$ cat src/rtl/pipeline_pkg.sv
// Shared fetch-stage types and constants.
// Used by the prefetch queue and its FIFO.
package pipeline_pkg;

   typedef enum logic [1:0] {
      IDLE,
      WAIT,
      KILL
   } fetch_state_t;

   localparam logic [31:0] INST_NOP   = 32'h0000_0000;
   localparam logic [31:0] WORD_BYTES = 32'd4;

   typedef struct packed {
      logic [31:0] inst;
      logic [31:0] pc_plus4;
   } fetch_entry_t;

endpackage

$ cat src/rtl/inst_fifo.sv
// Synchronous FIFO of fetched instructions with clear.
// Pop on empty is ignored; clear wins over push and pop.
module inst_fifo
   import pipeline_pkg::*;
#(
   parameter int DEPTH = 4
) (
   input  logic                         clk,
   input  logic                         rst,
   input  logic                         push,
   input  logic                         pop,
   input  logic                         clear,
   input  fetch_entry_t                 wdata,
   output fetch_entry_t                 rdata,
   output logic [$clog2(DEPTH+1)-1:0]   count
);

   localparam int PW = $clog2(DEPTH);
   localparam int CW = $clog2(DEPTH + 1);
   localparam logic [CW-1:0] FULL = CW'(DEPTH);

   fetch_entry_t  mem [DEPTH];
   logic [PW-1:0] wr_ptr;
   logic [PW-1:0] rd_ptr;
   logic          do_pop;

   assign do_pop = pop && (count != '0);
   assign rdata  = mem[rd_ptr];

   always_ff @(posedge clk or negedge rst) begin
      if (!rst) begin
         wr_ptr <= '0;
         rd_ptr <= '0;
         count  <= '0;
      end else if (clear) begin
         wr_ptr <= '0;
         rd_ptr <= '0;
         count  <= '0;
      end else begin
         if (push)   wr_ptr <= wr_ptr + 1'b1;
         if (do_pop) rd_ptr <= rd_ptr + 1'b1;
         count <= count + CW'(push) - CW'(do_pop);
      end
   end

   always_ff @(posedge clk) begin
      if (push && !clear) mem[wr_ptr] <= wdata;
   end

   // The fetch FSM never issues a request without a free slot
   a_no_overflow : assert property (
      @(posedge clk) disable iff (!rst)
      !(push && !clear && count == FULL)
   );

endmodule

$ cat src/rtl/inst_prefetch_queue.sv
// Fetch PC owner, memory req/ack sequencer and prefetch buffer.
// Redirects flush the queue; an in-flight fetch is completed then dropped.
module inst_prefetch_queue
   import pipeline_pkg::*;
#(
   parameter int          DEPTH    = 4,
   parameter logic [31:0] RESET_PC = 32'h0000_0000
) (
   input  logic        clk,
   input  logic        rst,
   output logic        mem_req,
   output logic [31:0] mem_addr,
   input  logic        mem_ack,
   input  logic [31:0] mem_rdata,
   input  logic        redirect,
   input  logic [31:0] redirect_pc,
   input  logic        deq,
   output logic        inst_valid,
   output logic [31:0] inst,
   output logic [31:0] inst_pc_plus4
);

   localparam int CW = $clog2(DEPTH + 1);
   localparam logic [CW:0] DEPTH_W = (CW + 1)'(DEPTH);

   fetch_state_t  state, state_nx;
   logic [31:0]   fetch_pc, pc_nx;
   logic [31:0]   redir_pc, rpc_nx;
   logic [CW-1:0] count;
   logic [CW:0]   cnt_nx;
   logic          push, pop, room;
   fetch_entry_t  head, wdata;

   assign inst_valid = (count != '0);
   assign push = (state == WAIT) && mem_ack && !redirect;
   assign pop  = deq && inst_valid && !redirect;

   // Occupancy after this cycle; the next request reserves one more slot
   assign cnt_nx = {1'b0, count} + (CW + 1)'(push) - (CW + 1)'(pop);
   assign room   = (cnt_nx < DEPTH_W);

   assign wdata.inst     = mem_rdata;
   assign wdata.pc_plus4 = fetch_pc + WORD_BYTES;

   assign mem_req  = (state == WAIT) || (state == KILL);
   assign mem_addr = fetch_pc;

   assign inst          = inst_valid ? head.inst : INST_NOP;
   assign inst_pc_plus4 = inst_valid ? head.pc_plus4 : 32'h0;

   always_ff @(posedge clk or negedge rst) begin
      if (!rst) begin
         state    <= IDLE;
         fetch_pc <= RESET_PC;
         redir_pc <= RESET_PC;
      end else begin
         state    <= state_nx;
         fetch_pc <= pc_nx;
         redir_pc <= rpc_nx;
      end
   end

   always_comb begin
      state_nx = state;
      pc_nx    = fetch_pc;
      rpc_nx   = redir_pc;
      unique case (state)
         IDLE: begin
            if (redirect)  pc_nx    = redirect_pc;
            else if (room) state_nx = WAIT;
         end
         WAIT: begin
            if (redirect && mem_ack) begin
               pc_nx    = redirect_pc;
               state_nx = IDLE;
            end else if (redirect) begin
               rpc_nx   = redirect_pc;
               state_nx = KILL;
            end else if (mem_ack) begin
               pc_nx    = fetch_pc + WORD_BYTES;
               state_nx = room ? WAIT : IDLE;
            end
         end
         KILL: begin
            // mem_addr must stay on the squashed word until it is acked
            if (redirect) rpc_nx = redirect_pc;
            if (mem_ack) begin
               pc_nx    = redirect ? redirect_pc : redir_pc;
               state_nx = IDLE;
            end
         end
         default: state_nx = IDLE;
      endcase
   end

   inst_fifo #(
      .DEPTH(DEPTH)
   ) u_fifo (
      .clk   (clk),
      .rst   (rst),
      .push  (push),
      .pop   (pop),
      .clear (redirect),
      .wdata (wdata),
      .rdata (head),
      .count (count)
   );

endmodule

$ cat config.mk
export PLATFORM = sky130hd
export DESIGN_NAME = inst_prefetch_queue
export DESIGN_NICKNAME = d
export VERILOG_FILES = /design/src/rtl/pipeline_pkg.sv /design/src/rtl/inst_fifo.sv /design/src/rtl/inst_prefetch_queue.sv
export SDC_FILE = /design/constraint.sdc
export NUM_CORES = 1
export LEC_CHECK = 0
export BUFFER_PORTS_ARGS = -buffer_cell sky130_fd_sc_hd__buf_2
export CAP_MARGIN = 10
export CORE_ASPECT_RATIO = 2
export CORE_UTILIZATION = 53
export DETAILED_ROUTE_END_ITERATION = 8
export GPL_ROUTABILITY_DRIVEN = 0
export HOLD_SLACK_MARGIN = 0.12
export PLACE_DENSITY = 0.85
export RECOVER_POWER = 25
export SLEW_MARGIN = 20
export SYNTH_ARGS = -nofsm -noshare
export SYNTH_HDL_FRONTEND = slang
export SYNTH_HIERARCHICAL = 1
export SYNTH_SLANG_ARGS = --single-unit
$ cat constraint.sdc
create_clock -name clk -period 3.3 [get_ports clk]
set_input_delay 0.66 -clock clk [delete_from_list [all_inputs] [get_ports clk]]
set_output_delay 0.66 -clock clk [all_outputs]
set_load 0.02 [all_outputs]
# Word-level counts from Yosys, hierarchy flattened
# Memories as Yosys holds them, arrays and structs flattened.
# Index checks and enable logic that the tools add are counted.
dict set report classes {
  magnitude_cmp 1
  n_addsub 7
  n_eq_ne 10
  reduce_logical 18
  n_mux 26
}
# op n
set ops {}
lappend ops {{32-bit 2-to-1 mux} 9}
lappend ops {{32-bit one-hot mux with 3 select lines} 1}
lappend ops {{32-bit one-hot mux with 2 select lines} 1}
lappend ops {{32-bit by 3-bit adder with 32-bit output (second input constant)} 1}
lappend ops {{2-bit 2-to-1 mux} 10}
lappend ops {{2-bit != test (second input constant)} 5}
lappend ops {{1-bit logical AND} 7}
lappend ops {{3-bit by 2-bit != test with 1-bit output (second input constant)} 2}
lappend ops {{2-bit one-hot mux with 3 select lines} 1}
lappend ops {{2-bit nonzero test} 3}
lappend ops {{3-bit nonzero test} 2}
lappend ops {{5-bit AND reduction} 1}
lappend ops {{2-bit by 1-bit adder with 2-bit output (second input constant)} 2}
lappend ops {{3-bit by 1-bit adder with 4-bit output} 1}
lappend ops {{4-bit by 3-bit < comparator with 1-bit output (second input constant)} 1}
lappend ops {{4-bit by 3-bit != test with 1-bit output (second input constant)} 1}
lappend ops {{4-bit AND reduction} 1}
lappend ops {{4-bit by 1-bit subtractor with 4-bit output} 1}
lappend ops {{3-bit by 1-bit adder with 3-bit output} 1}
lappend ops {{1-bit 2-to-1 mux} 3}
lappend ops {{3-bit 2-to-1 mux} 1}
lappend ops {{3-bit by 1-bit subtractor with 3-bit output} 1}
lappend ops {{2-bit by 1-bit == test with 1-bit output (second input constant)} 1}
lappend ops {{2-bit == test (second input constant)} 1}
lappend ops {{other kinds (4)} 4}
dict set report totals {
  mem_bits_rw 256
  word_cells 69
  ff_bits 73
  n_memories 1
}
# memory words word_bits rd rd_clocked_by_memory_dff write_ports line
set mem_list {}
lappend mem_list {u_fifo.mem 4 64 1 0 1 inst_fifo.sv:22} ;# fetch_entry_t mem [DEPTH];

# Longest topological paths before layout
# Gate-level depths: netlist of run 1.
dict set report logic_depth {
  word_depth 11
  depth_mapped 14
  mapped_depth_nobuf 13
}

# Cells and area by module
# Netlist of run 1, hierarchy kept.
# mod n_inst seq_area_each_um2 area_each_um2 cells_per_inst
set by_module_without_submodules {}
lappend by_module_without_submodules {inst_fifo 1 7862.5 9721.8 376}
lappend by_module_without_submodules {inst_prefetch_queue 1 1651.6 5041.1 571}

# Least setup slack after synthesis of run 1
# Ideal clock, no wire load.
dict set report synth_path {
  path_type {input port to flip-flop}
  start {input port redirect}
  end {memory u_fifo/mem[0][0] (netlist name) (enable)}
  setup_time_ps 429
  slack_ps -183
  required_ps 2871
  arrival_time_ps 3054
  path_stages 7
  path_cell_list {clkbuf_1 -> buf_2 -> nor2b_1 -> nand2_1 -> inv_1 -> nor2b_1 -> and2_1}
}
dict set report synth_via {
  elab_chain_cells 5
}
# item line
set synth_lines {}
lappend synth_lines {{start, declared} inst_prefetch_queue.sv:15} ;# input logic redirect,
lappend synth_lines {{1-bit zero test} inst_prefetch_queue.sv:35} ;# assign push = (state == WAIT) && mem_ack && !redirect;
lappend synth_lines {{1-bit logical AND} inst_prefetch_queue.sv:35}
lappend synth_lines {{net push} inst_prefetch_queue.sv:31} ;# logic push, pop, room;
lappend synth_lines {{1-bit logical AND} inst_fifo.sv:47} ;# if (push && !clear) mem[wr_ptr] <= wdata;
lappend synth_lines {{1-bit 2-to-1 mux} inst_fifo.sv:47}
lappend synth_lines {{1-bit 2-to-1 mux (not written as such)} inst_fifo.sv:47}
lappend synth_lines {{end, declared} inst_fifo.sv:22}
# The timed path passes the listed nets, and every way through them passes these cells.

# Worst setup path after layout of run 1
dict set report layout_path {
  start {register state[1]}
  end {register state[1]}
}
dict set report layout_via {
  elab_chain_cells 8
}
# item line
set layout_lines {}
lappend layout_lines {{start, declared} inst_prefetch_queue.sv:26} ;# fetch_state_t state, state_nx;
lappend layout_lines {{start signal, assigned} inst_prefetch_queue.sv:57} ;# state <= state_nx;
lappend layout_lines {{2-bit by 1-bit == test with 1-bit output} {inst_prefetch_queue.sv:35, inst_prefetch_queue.sv:67}}
lappend layout_lines {{1-bit logical AND (2 in a row)} inst_prefetch_queue.sv:35}
lappend layout_lines {{3-bit by 1-bit adder with 4-bit output} inst_prefetch_queue.sv:39} ;# assign cnt_nx = {1'b0, count} + (CW + 1)'(push) - (CW + 1)'(pop);
lappend layout_lines {{4-bit by 1-bit subtractor with 4-bit output} inst_prefetch_queue.sv:39}
lappend layout_lines {{4-bit by 3-bit < comparator with 1-bit output} inst_prefetch_queue.sv:40} ;# assign room = (cnt_nx < DEPTH_W);
lappend layout_lines {{2-bit != test (no line)} --}
lappend layout_lines {{4-bit AND reduction (no line)} --}
# Several ways; a longest one is shown, not always the timed one.
# A chain may end at the register's enable or synchronous reset.

==> impl_metrics.ini, run 1 <==
[final_layout]
design_area_um2 = 16900
layout_common_cells = edfxtp_1, buf_2, dfrtp_1
layout_commonest_cell = edfxtp_1
nNetsFinal = 1196
diodes = 0
postLayoutCoreUtil_pct = 61.6
drive_gt1_share_pct = 29.4
area_growth_pct = 14.5
layout.cells.non_filler = 1485

[timing]
max_freq_ghz = 0.324
period_share_pct = 93.5
setup_viol = 0
max_slew_margin_pct = 3.96
report.final.slew_viol_count = 0
hold_viol = 0
worstMarginPinSlew_ns = 1.44
fin_ws_ns = 0.213
setup_tns_ns = 0
rsz0062_at_grt = false
period_needed_ns = 3.09
finalClockSkew_ns = 0.0107

[routing]
ant_nets = 0
drc_errors = 0
firstDrtPassIters = 5
drt_iter0_markers = 621
vias = 9006
routed_via_density = 6.06
wl_per_cell_um = 21.9
drt-total-wl_um = 32500

[global_route]
grt_max_degree = 66
track_usage_pct = 23.1
antenna_found_initial = 0
grt_overflow = 0
grt_pass1_vias = 9359
grt_first_pass_wirelength_um = 50400

[min_path]
hp-start = mem_rdata[18]
hold_end = u_fifo/mem[0][50]
hp-class = in2reg
holdPathStages = 1

[floorplan]
start_util_pct = 53.8
num_io_pins = 167
core_um2 = 27400
fp-row-count = 86
die_h_um = 238
die_x_um = 120
dieArea_um2 = 28600

[synthesis]
ys_ff_latch = 329
syn-instance-count = 947
yosys.cell_types.count = 77
synth_edf_count = 256
yosys_warnings = 6
synthFlopType = edfxtp_1
ys_seq_area_share_pct = 64.4
synth_nets = 1031
synth.avg_cell_area_um2 = 15.6
synth_async_sr_flop_share_pct = 22.2
synth_area_um2 = 14800

[worst_setup_path]
cp.buffers_inverters = 2
r2r_cells = 12
required_ns = 3.71
crit_arrival_ns = 3.50
cp_cell_sequence = inv_1, ha_1, nor2b_1, nand2_1, ha_1, inv_1, ha_1, and3b_1, or4_1, a21o_1, a21oi_1, a311oi_1
critPathMaxFanout = 9
cpPeakStageDelay_ns = 0.49
crit_family = simple AND/OR/NAND/NOR gates
regToRegSetupSlack_ns = 0.21
critPathLaunchType = flip-flop
cp_common_cell = ha_1
worstReg2RegStart = state[1]
reg2reg_to = state[1]
crit_path_end_kind = flip-flop
crit_path_top_delay_cell = or4_1
critPathKind = reg2reg

[pwr]
leakage_nw = 6.11
p_switching_mw = 4.44
cellPowerDensity_nw_per_um2 = 769
ir_drop_mv = 0.427
power_frac_seq_pct = 44.3
p_int_mw = 8.57
swShare_pct = 34.1
comb_power_share_pct = 30.2
clockPowerShare_pct = 25.6

[cts]
cts_buffers = 27
cts_num_sinks = 329
cts.htree.levels = 1
worstSkewPairLatency_ns = 0.54
cts_root_buf = clkbuf_16
path_clk_slew_ns = 0.07
post_cts_buffers = 0
cts_tree = yes
cts_buffer_depth = 3

[placement]
dp_slack_ns = 0.400
place_inst = 1434
port-buffer-count = 166
dpl.hpwl_um = 22000
place_area_um2 = 16000

[run]
maxCapViolCount = 0

[status]
status = finished clean
layer usage:
layer / vias up / wire, um / GRT usage (%)
li1: 4003 / - / -
met4: 0 / 1870 / 13.2
met2: 363 / 17400 / 41.3
met3: 114 / 1510 / 2.53
met1: 4526 / 11700 / 26.4
met5: - / 0 / 0
sequential cells by signal, indices dropped and copies added (netlist names):
| signal | flops |
|---|---|
| u_fifo/mem | 256 |
| mem_addr | 32 |
| state | 2 |
| u_fifo/wr_ptr | 2 |
| u_fifo/rd_ptr | 2 |
| u_fifo/count | 3 |
| redir_pc | 32 |
timing repair:
| action | in CTS | in global routing |
|---|---|---|
| gates resized for setup | 0 | 0 |
| hold buffers | 1 | 0 |
| endpoints found under the hold margin | 23 | 0 |
synthesized netlist by cell type (4+ instances only):
| cell | n | share of area (%) |
|---|---|---|
| o21ai_1 | 5 | 0.17 |
| nand3_1 | 16 | 0.54 |
| a22oi_1 | 16 | 0.81 |
| mux4_2 | 64 | 9.8 |
| xor2_1 | 9 | 0.53 |
| buf_12 | 4 | 0.54 |
| o21ai_0 | 25 | 0.85 |
| or3_1 | 4 | 0.17 |
| a22o_1 | 5 | 0.30 |
| nor4_1 | 10 | 0.42 |
| nand2_1 | 32 | 0.81 |
| o211ai_1 | 9 | 0.46 |
| ha_1 | 14 | 1.2 |
| buf_4 | 6 | 0.31 |
| dfrtp_1 | 73 | 12 |
| mux2i_1 | 10 | 0.68 |
| and2_1 | 72 | 3.1 |
| xnor2_1 | 21 | 1.2 |
| edfxtp_1 | 256 | 52 |
| clkbuf_1 | 26 | 0.66 |
| inv_1 | 22 | 0.56 |
| nand4_1 | 8 | 0.34 |
| nor2b_1 | 7 | 0.30 |
| a31oi_1 | 5 | 0.21 |
| nor2_1 | 39 | 0.99 |
| a21oi_1 | 21 | 0.71 |
| o2bb2ai_1 | 4 | 0.24 |
| mux2_2 | 41 | 3.1 |
| o31ai_1 | 4 | 0.20 |
| buf_2 | 23 | 0.78 |
| nor3_1 | 18 | 0.61 |
| a221oi_1 | 5 | 0.30 |
| a221o_1 | 6 | 0.41 |
worst reg2reg max path: cells and delay by family (launching register included):
family / cells / cell delay [ns]
AOI/OAI and AO/OA: 3 / 0.54
adders and majority gates: 3 / 0.77
and+or+nand+nor: 4 / 1.02
DFF: 1 / 0.44
buffers and inverters: 2 / 0.20
metrics by stage:
| stage | hold WS, ns | total power, mW |
|---|---|---|
| global route | 0.363 | 13.5 |
| global placement | 0.465 | 9.49 |
| CTS | 0.313 | 13.0 |
| floorplan | 0.364 | 8.39 |
| finish | 0.376 | 13.0 |
| detailed placement | 0.479 | 9.68 |
power by group through the flow:
stage                     registers (mW)  clock network (mW)  logic [mW]
final                               5.76                3.32        3.93
after global routing                5.80                3.52        4.21
after CTS                           5.73                3.39        3.89
after detailed placement            5.82                   0        3.87
after global placement              5.78                   0        3.71
after floorplan                     5.81                   0        2.59
area by class of cell:
class,count,area [um^2]
clock buffers,34,702
multi-input cells,534,4820
clock inverters,16,223
flip-flops and latches,329,9520
repair buffers,198,1120
well taps,352,440
inverters,22,82.6
fillers,2068,10500
worst max-delay path by stage:
stage | startpoint | to | slack, ns | cells past startpoint
finish | state[1] | state[1] | 0.21 | 12
global route | state[1] | state[1] | 0.08 | 11
CTS | u_fifo/rd_ptr[1] | inst_pc_plus4[18] | 0.19 | 4
floorplan | redirect | state[1] | 0.1 | 11
global placement | u_fifo/count[1] | state[1] | 0.48 | 9
detailed placement | u_fifo/count[1] | state[1] | 0.40 | 9
kinds of logic (layout without fill, tap and decap cells):
family	Yosys count	count (layout)	share of synthesized area [%]
xor gates and xnor gates	31	31	1.93
muxes	115	115	13.6
AOI/OAI and AO/OA	134	134	6.29
and+or+nand+nor	239	239	9.46
adders and majority gates	15	15	1.32
DFF	329	329	64.4
buffers and inverters	84	270	2.98
Power figures use the tool's default switching activity.
==> run 2: changes to the inputs <==
--- a/config.mk
+++ b/config.mk
@@ -7,15 +7,17 @@
 export LEC_CHECK = 0
 export BUFFER_PORTS_ARGS = -buffer_cell sky130_fd_sc_hd__buf_2
 export CAP_MARGIN = 10
-export CORE_ASPECT_RATIO = 2
-export CORE_UTILIZATION = 53
+export CORE_ASPECT_RATIO = 0.5
+export CORE_UTILIZATION = 55
+export CTS_BUF_LIST = sky130_fd_sc_hd__clkbuf_8
 export DETAILED_ROUTE_END_ITERATION = 8
 export GPL_ROUTABILITY_DRIVEN = 0
 export HOLD_SLACK_MARGIN = 0.12
-export PLACE_DENSITY = 0.85
+export PLACE_DENSITY = 0.88
 export RECOVER_POWER = 25
 export SLEW_MARGIN = 20
 export SYNTH_ARGS = -nofsm -noshare
 export SYNTH_HDL_FRONTEND = slang
 export SYNTH_HIERARCHICAL = 1
 export SYNTH_SLANG_ARGS = --single-unit
+export TNS_END_PERCENT = 5
==> run 2 against run 1 <==
  * Combinational power is 2% lower
  * Register-to-register slack better by 0.03 ns
  * Non-clock buffer count is 5 lower
  * Critical path depth is 8 lower
  * Core utilization is 3.4 points higher
==> impl_metrics.ini, run 2 (synthesized netlist as in run 1, its figures left out) <==
[worst_setup_path]
required_ns = 2.64
crit_family = flip-flops
crit_path_top_delay_cell = dfrtp_2
cp.buffers_inverters = 2
crit_path_end_kind = output pin
critPathLaunchType = flip-flop
cp_cell_sequence = buf_12, mux4_2, and2_1, buf_2
crit_arrival_ns = 2.51
critPathKind = reg2out
cpPeakStageDelay_ns = 0.89
critPathMaxFanout = 36

[timing]
hold_viol = 0
period_share_pct = 96.1
rsz0062_at_grt = false
max_slew_margin_pct = 23.0
period_needed_ns = 3.17
report.final.slew_viol_count = 0
finalClockSkew_ns = 0.0307
worstMarginPinSlew_ns = 1.16
setup_viol = 0
max_freq_ghz = 0.315

[run]
maxCapViolCount = 0

[floorplan]
die_x_um = 234
num_io_pins = 167
core_um2 = 25800
die_h_um = 118
start_util_pct = 57.3
fp-row-count = 41
dieArea_um2 = 27500

[cts]
cts_root_buf = clkbuf_8
cts.htree.levels = 2
worstSkewPairLatency_ns = 0.58
cts_buffer_depth = 3
post_cts_buffers = 0
cts_tree = yes
cts_buffers = 45
path_clk_slew_ns = 0.07
cts_num_sinks = 329

[pwr]
ir_drop_mv = 0.375
fin_total_pwr_mw = 12.7
leakage_nw = 6.14
cellPowerDensity_nw_per_um2 = 760

[global_route]
track_usage_pct = 24.7
grt_pass1_vias = 9469
antenna_found_initial = 1
grt_first_pass_wirelength_um = 52400
grt_max_degree = 66
grt_overflow = 0

[min_path]
hp-class = in2reg

[placement]
place_area_um2 = 15900
dpl.hpwl_um = 22100
port-buffer-count = 166

[routing]
wl_per_cell_um = 22.2
firstDrtPassIters = 7
vias = 9288
drt-total-wl_um = 33300
routed_via_density = 6.17
drc_errors = 0
ant_nets = 0
drt_iter0_markers = 996

[final_layout]
drive_gt1_share_pct = 29.8
area_growth_pct = 13.4
seqCellArea_um2 = 9520
nNetsFinal = 1209
n_fill_cell = 1776
layout_common_cells = edfxtp_1, buf_2, dfrtp_1
layout_commonest_cell = edfxtp_1
largest_register_ffs = 256
design_area_um2 = 16700
multi_input_area_um2 = 4820
top_register = u_fifo/mem

[status]
status = finished clean
-- run 2: changes by cell type in the layout (fill, tap and decap cells not counted), sizes merged, moves of 2 or more --
cell	previous run	this run
clkbuf	67	81
buf	164	158
clkinv	5	13
inv	23	39
bufinv	5	3
clkinvlp	5	2
-- run 2: through the flow --
step | instances | util, % | setup WS, ns | setup TNS (ns) | hold WS (ns)
2_1_floorplan | 947 | - | -0.183 | -35.10 | 0.364
3_3_place_gp | 1421 | 61.8 | 0.493 | 0 | 0.467
3_5_place_dp | 1421 | 61.8 | 0.310 | 0 | 0.487
4_1_cts | 1503 | 65.1 | 0.106 | 0 | 0.267
5_1_grt | 1505 | 65.0 | 0.0202 | 0 | 0.337
6_report | 1505 | 65.0 | 0.130 | 0 | 0.355
-- run 2: layout make-up --
class,count,area share (%)
Sequential cell,329,56.9
Multi-Input combinational cell,534,28.8
Timing Repair Buffer,193,6.08
Clock buffer,47,3.86
Tap cell,344,2.57
Clock inverter,35,1.34
Inverter,22,0.493
Antenna cell,1,0.0149
-- run 2: worst paths after layout --
kind,end,slack [ns],from,cells after the start
max,inst_pc_plus4[30],0.13,u_fifo/rd_ptr[1],4
min,redir_pc[31],0.35,redirect_pc[31],2
max reg2reg,state[1],0.24,u_fifo/count[1],10
min reg2reg,redir_pc[14],0.50,redir_pc[14],2
max in group asynchronous,redir_pc[14],1.12,rst,3
min in group asynchronous,mem_addr[9],0.85,rst,2
-- run 2: where the power goes --
part,leakage [nW],switching (mW),internal [mW]
clock,0.503,1.50,1.56
combinational,2.44,2.43,1.42
sequential,3.20,0.612,5.20
-- run 2: per-layer routing --
layer	global-route usage [%]	vias to the layer above	wire [um]
li1	-	4044	-
met1	33.9	4708	13600
met2	39.2	440	16000
met3	5.38	96	2690
met4	9.13	0	1040
met5	0	-	0
-- run 2: repair_timing --
item,4_1_cts,5_1_grt
resized for setup,0,0
endpoints found under the hold margin,0,27
hold buffers,0,1
==> run 3: changes to the inputs <==
--- a/config.mk
+++ b/config.mk
@@ -8,11 +8,13 @@
 export BUFFER_PORTS_ARGS = -buffer_cell sky130_fd_sc_hd__buf_2
 export CAP_MARGIN = 10
 export CORE_ASPECT_RATIO = 0.5
+export CORE_MARGIN = 2
 export CORE_UTILIZATION = 55
 export CTS_BUF_LIST = sky130_fd_sc_hd__clkbuf_8
 export DETAILED_ROUTE_END_ITERATION = 8
 export GPL_ROUTABILITY_DRIVEN = 0
 export HOLD_SLACK_MARGIN = 0.12
+export MAX_ROUTING_LAYER = met4
 export PLACE_DENSITY = 0.88
 export RECOVER_POWER = 25
 export SLEW_MARGIN = 20
==> run 3 against run 2 <==
  * The run now ends with capacitance limit, slew limit left
  * Sequential share of layout area hardly changed
  * Cell area about the same
  * Clock skew rose by 0.0032 ns
  * Via count shrank 0.95%
  * Critical path type unchanged
  * Largest cell class unchanged
==> impl_metrics.ini, run 3 (synthesized netlist as in run 1, its figures left out) <==
[floorplan]
fp-row-count = 42
num_io_pins = 167
dieArea_um2 = 28200
start_util_pct = 55.9
die_h_um = 120
core_um2 = 26400
die_x_um = 236

[worst_setup_path]
crit_arrival_ns = 2.47
reg2reg_to = state[1]
critPathKind = reg2out
required_ns = 2.64
critPathMaxFanout = 16
critPathLaunchType = flip-flop
worstReg2RegStart = state[1]
crit_path_end_kind = output pin
regToRegSetupSlack_ns = 0.24
crit_start = u_fifo/rd_ptr[0]
r2r_cells = 11

[pwr]
fin_total_pwr_mw = 12.5
p_switching_mw = 4.53
swShare_pct = 36.1
leakage_nw = 6.13
cellPowerDensity_nw_per_um2 = 749
ir_drop_mv = 0.450
p_int_mw = 8.00
comb_power_share_pct = 31.1
power_frac_seq_pct = 46.3
clockPowerShare_pct = 22.6

[global_route]
grt_overflow = 0
use_met1_pct = 31.9
grt_pass1_vias = 9475
track_usage_pct = 24.9
antenna_found_initial = 3
grt_max_degree = 66
use_met3_pct = 5.13
busiest_layer = met2
grtUsageMet2_pct = 40.1
grt_first_pass_wirelength_um = 52700

[final_layout]
layout_commonest_cell = edfxtp_1
seqCellArea_um2 = 9520
area_growth_pct = 13.4
drive_gt1_share_pct = 30.1
design_area_um2 = 16700
nNetsFinal = 1210
multi_input_area_um2 = 4820
layout_common_cells = edfxtp_1, buf_2, dfrtp_1
top_register = u_fifo/mem
n_fill_cell = 1843
largest_register_ffs = 256

[routing]
drt-total-wl_um = 33700
wl_per_cell_um = 22.3
drt_iter0_markers = 918
ant_nets = 0
routed_via_density = 6.08
firstDrtPassIters = 6
vias = 9200
drc_errors = 0

[status]
violations = capacitance limit, slew limit
status = finished, violations left

[min_path]
hp-class = in2reg
holdPathStages = 2
hp-start = redirect_pc[1]
hold_end = redir_pc[1]

[timing]
period_share_pct = 94.7
max_freq_ghz = 0.320
whs_ns = 0.364
hold_viol = 0
setup_viol = 0
rsz0062_at_grt = false
max_slew_margin_pct = -51.5
finalClockSkew_ns = 0.0339
report.final.slew_viol_count = 36
fin_ws_ns = 0.174
setup_tns_ns = 0
worstMarginPinSlew_ns = 2.27
period_needed_ns = 3.13

[cts]
cts_root_buf = clkbuf_8
cts_buffer_depth = 3
cts_buffers = 45
cts_num_sinks = 329
path_clk_slew_ns = 0.07
cts_tree = yes
worstSkewPairLatency_ns = 0.56
cts.htree.levels = 2

[placement]
dpl.hpwl_um = 21900
port-buffer-count = 166
dp_slack_ns = 0.302
place_area_um2 = 16000

[run]
maxCapViolCount = 1
run 3: area by class of cell:
type | count | area share [%]
Antenna cell | 3 | 0.0449
Clock buffer | 49 | 4.03
Clock inverter | 30 | 0.733
Inverter | 22 | 0.493
Multi-Input combinational cell | 534 | 28.8
Sequential cell | 329 | 56.9
Tap cell | 352 | 2.63
Timing Repair Buffer | 194 | 6.38
run 3: layer usage:
metal	part of all wire (%)	up-vias	wire length, um
met5	0	-	0
met2	49	459	16600
li1	-	4043	-
met1	39	4600	13200
met3	8.3	98	2810
met4	3.3	0	1110
run 3: worst max path at each step:
stage / to / slack [ns] / cells past startpoint
global route: inst[28] / 0.02 / 4
CTS: inst[29] / 0.1 / 4
detailed placement: state[1] / 0.30 / 10
floorplan: u_fifo/mem[1][0] / -0.18 / 7
finish: inst[29] / 0.17 / 4
global placement: state[1] / 0.48 / 9
run 3: power groups by stage:
stage | clock [mW] | sequential, mW | combinational (mW)
2_1_floorplan | 0 | 5.81 | 2.59
3_3_place_gp | 0 | 5.81 | 3.65
3_5_place_dp | 0 | 5.85 | 3.82
4_1_cts | 2.89 | 5.77 | 3.85
5_1_grt | 3.08 | 5.85 | 4.20
6_report | 2.84 | 5.80 | 3.89
run 3: through the flow:
step                utilization [%]  std cells
floorplan                         -        947
global placement               60.4       1430
detailed placement             60.4       1430
CTS                            63.5       1510
global route                   63.3       1513
finish                         63.3       1513
run 3: repair_timing:
action                                  in CTS  in global routing
buffers inserted                             1                  0
gates resized for setup                      0                  0
hold buffers                                 0                  0
endpoints found under the setup margin      14                  0
run 3: critical path: stages (launching register included):
cell,delay [ns]
dfrtp_4,0.68
buf_4,0.37
mux4_2,0.55
and2_1,0.15
buf_2,0.15
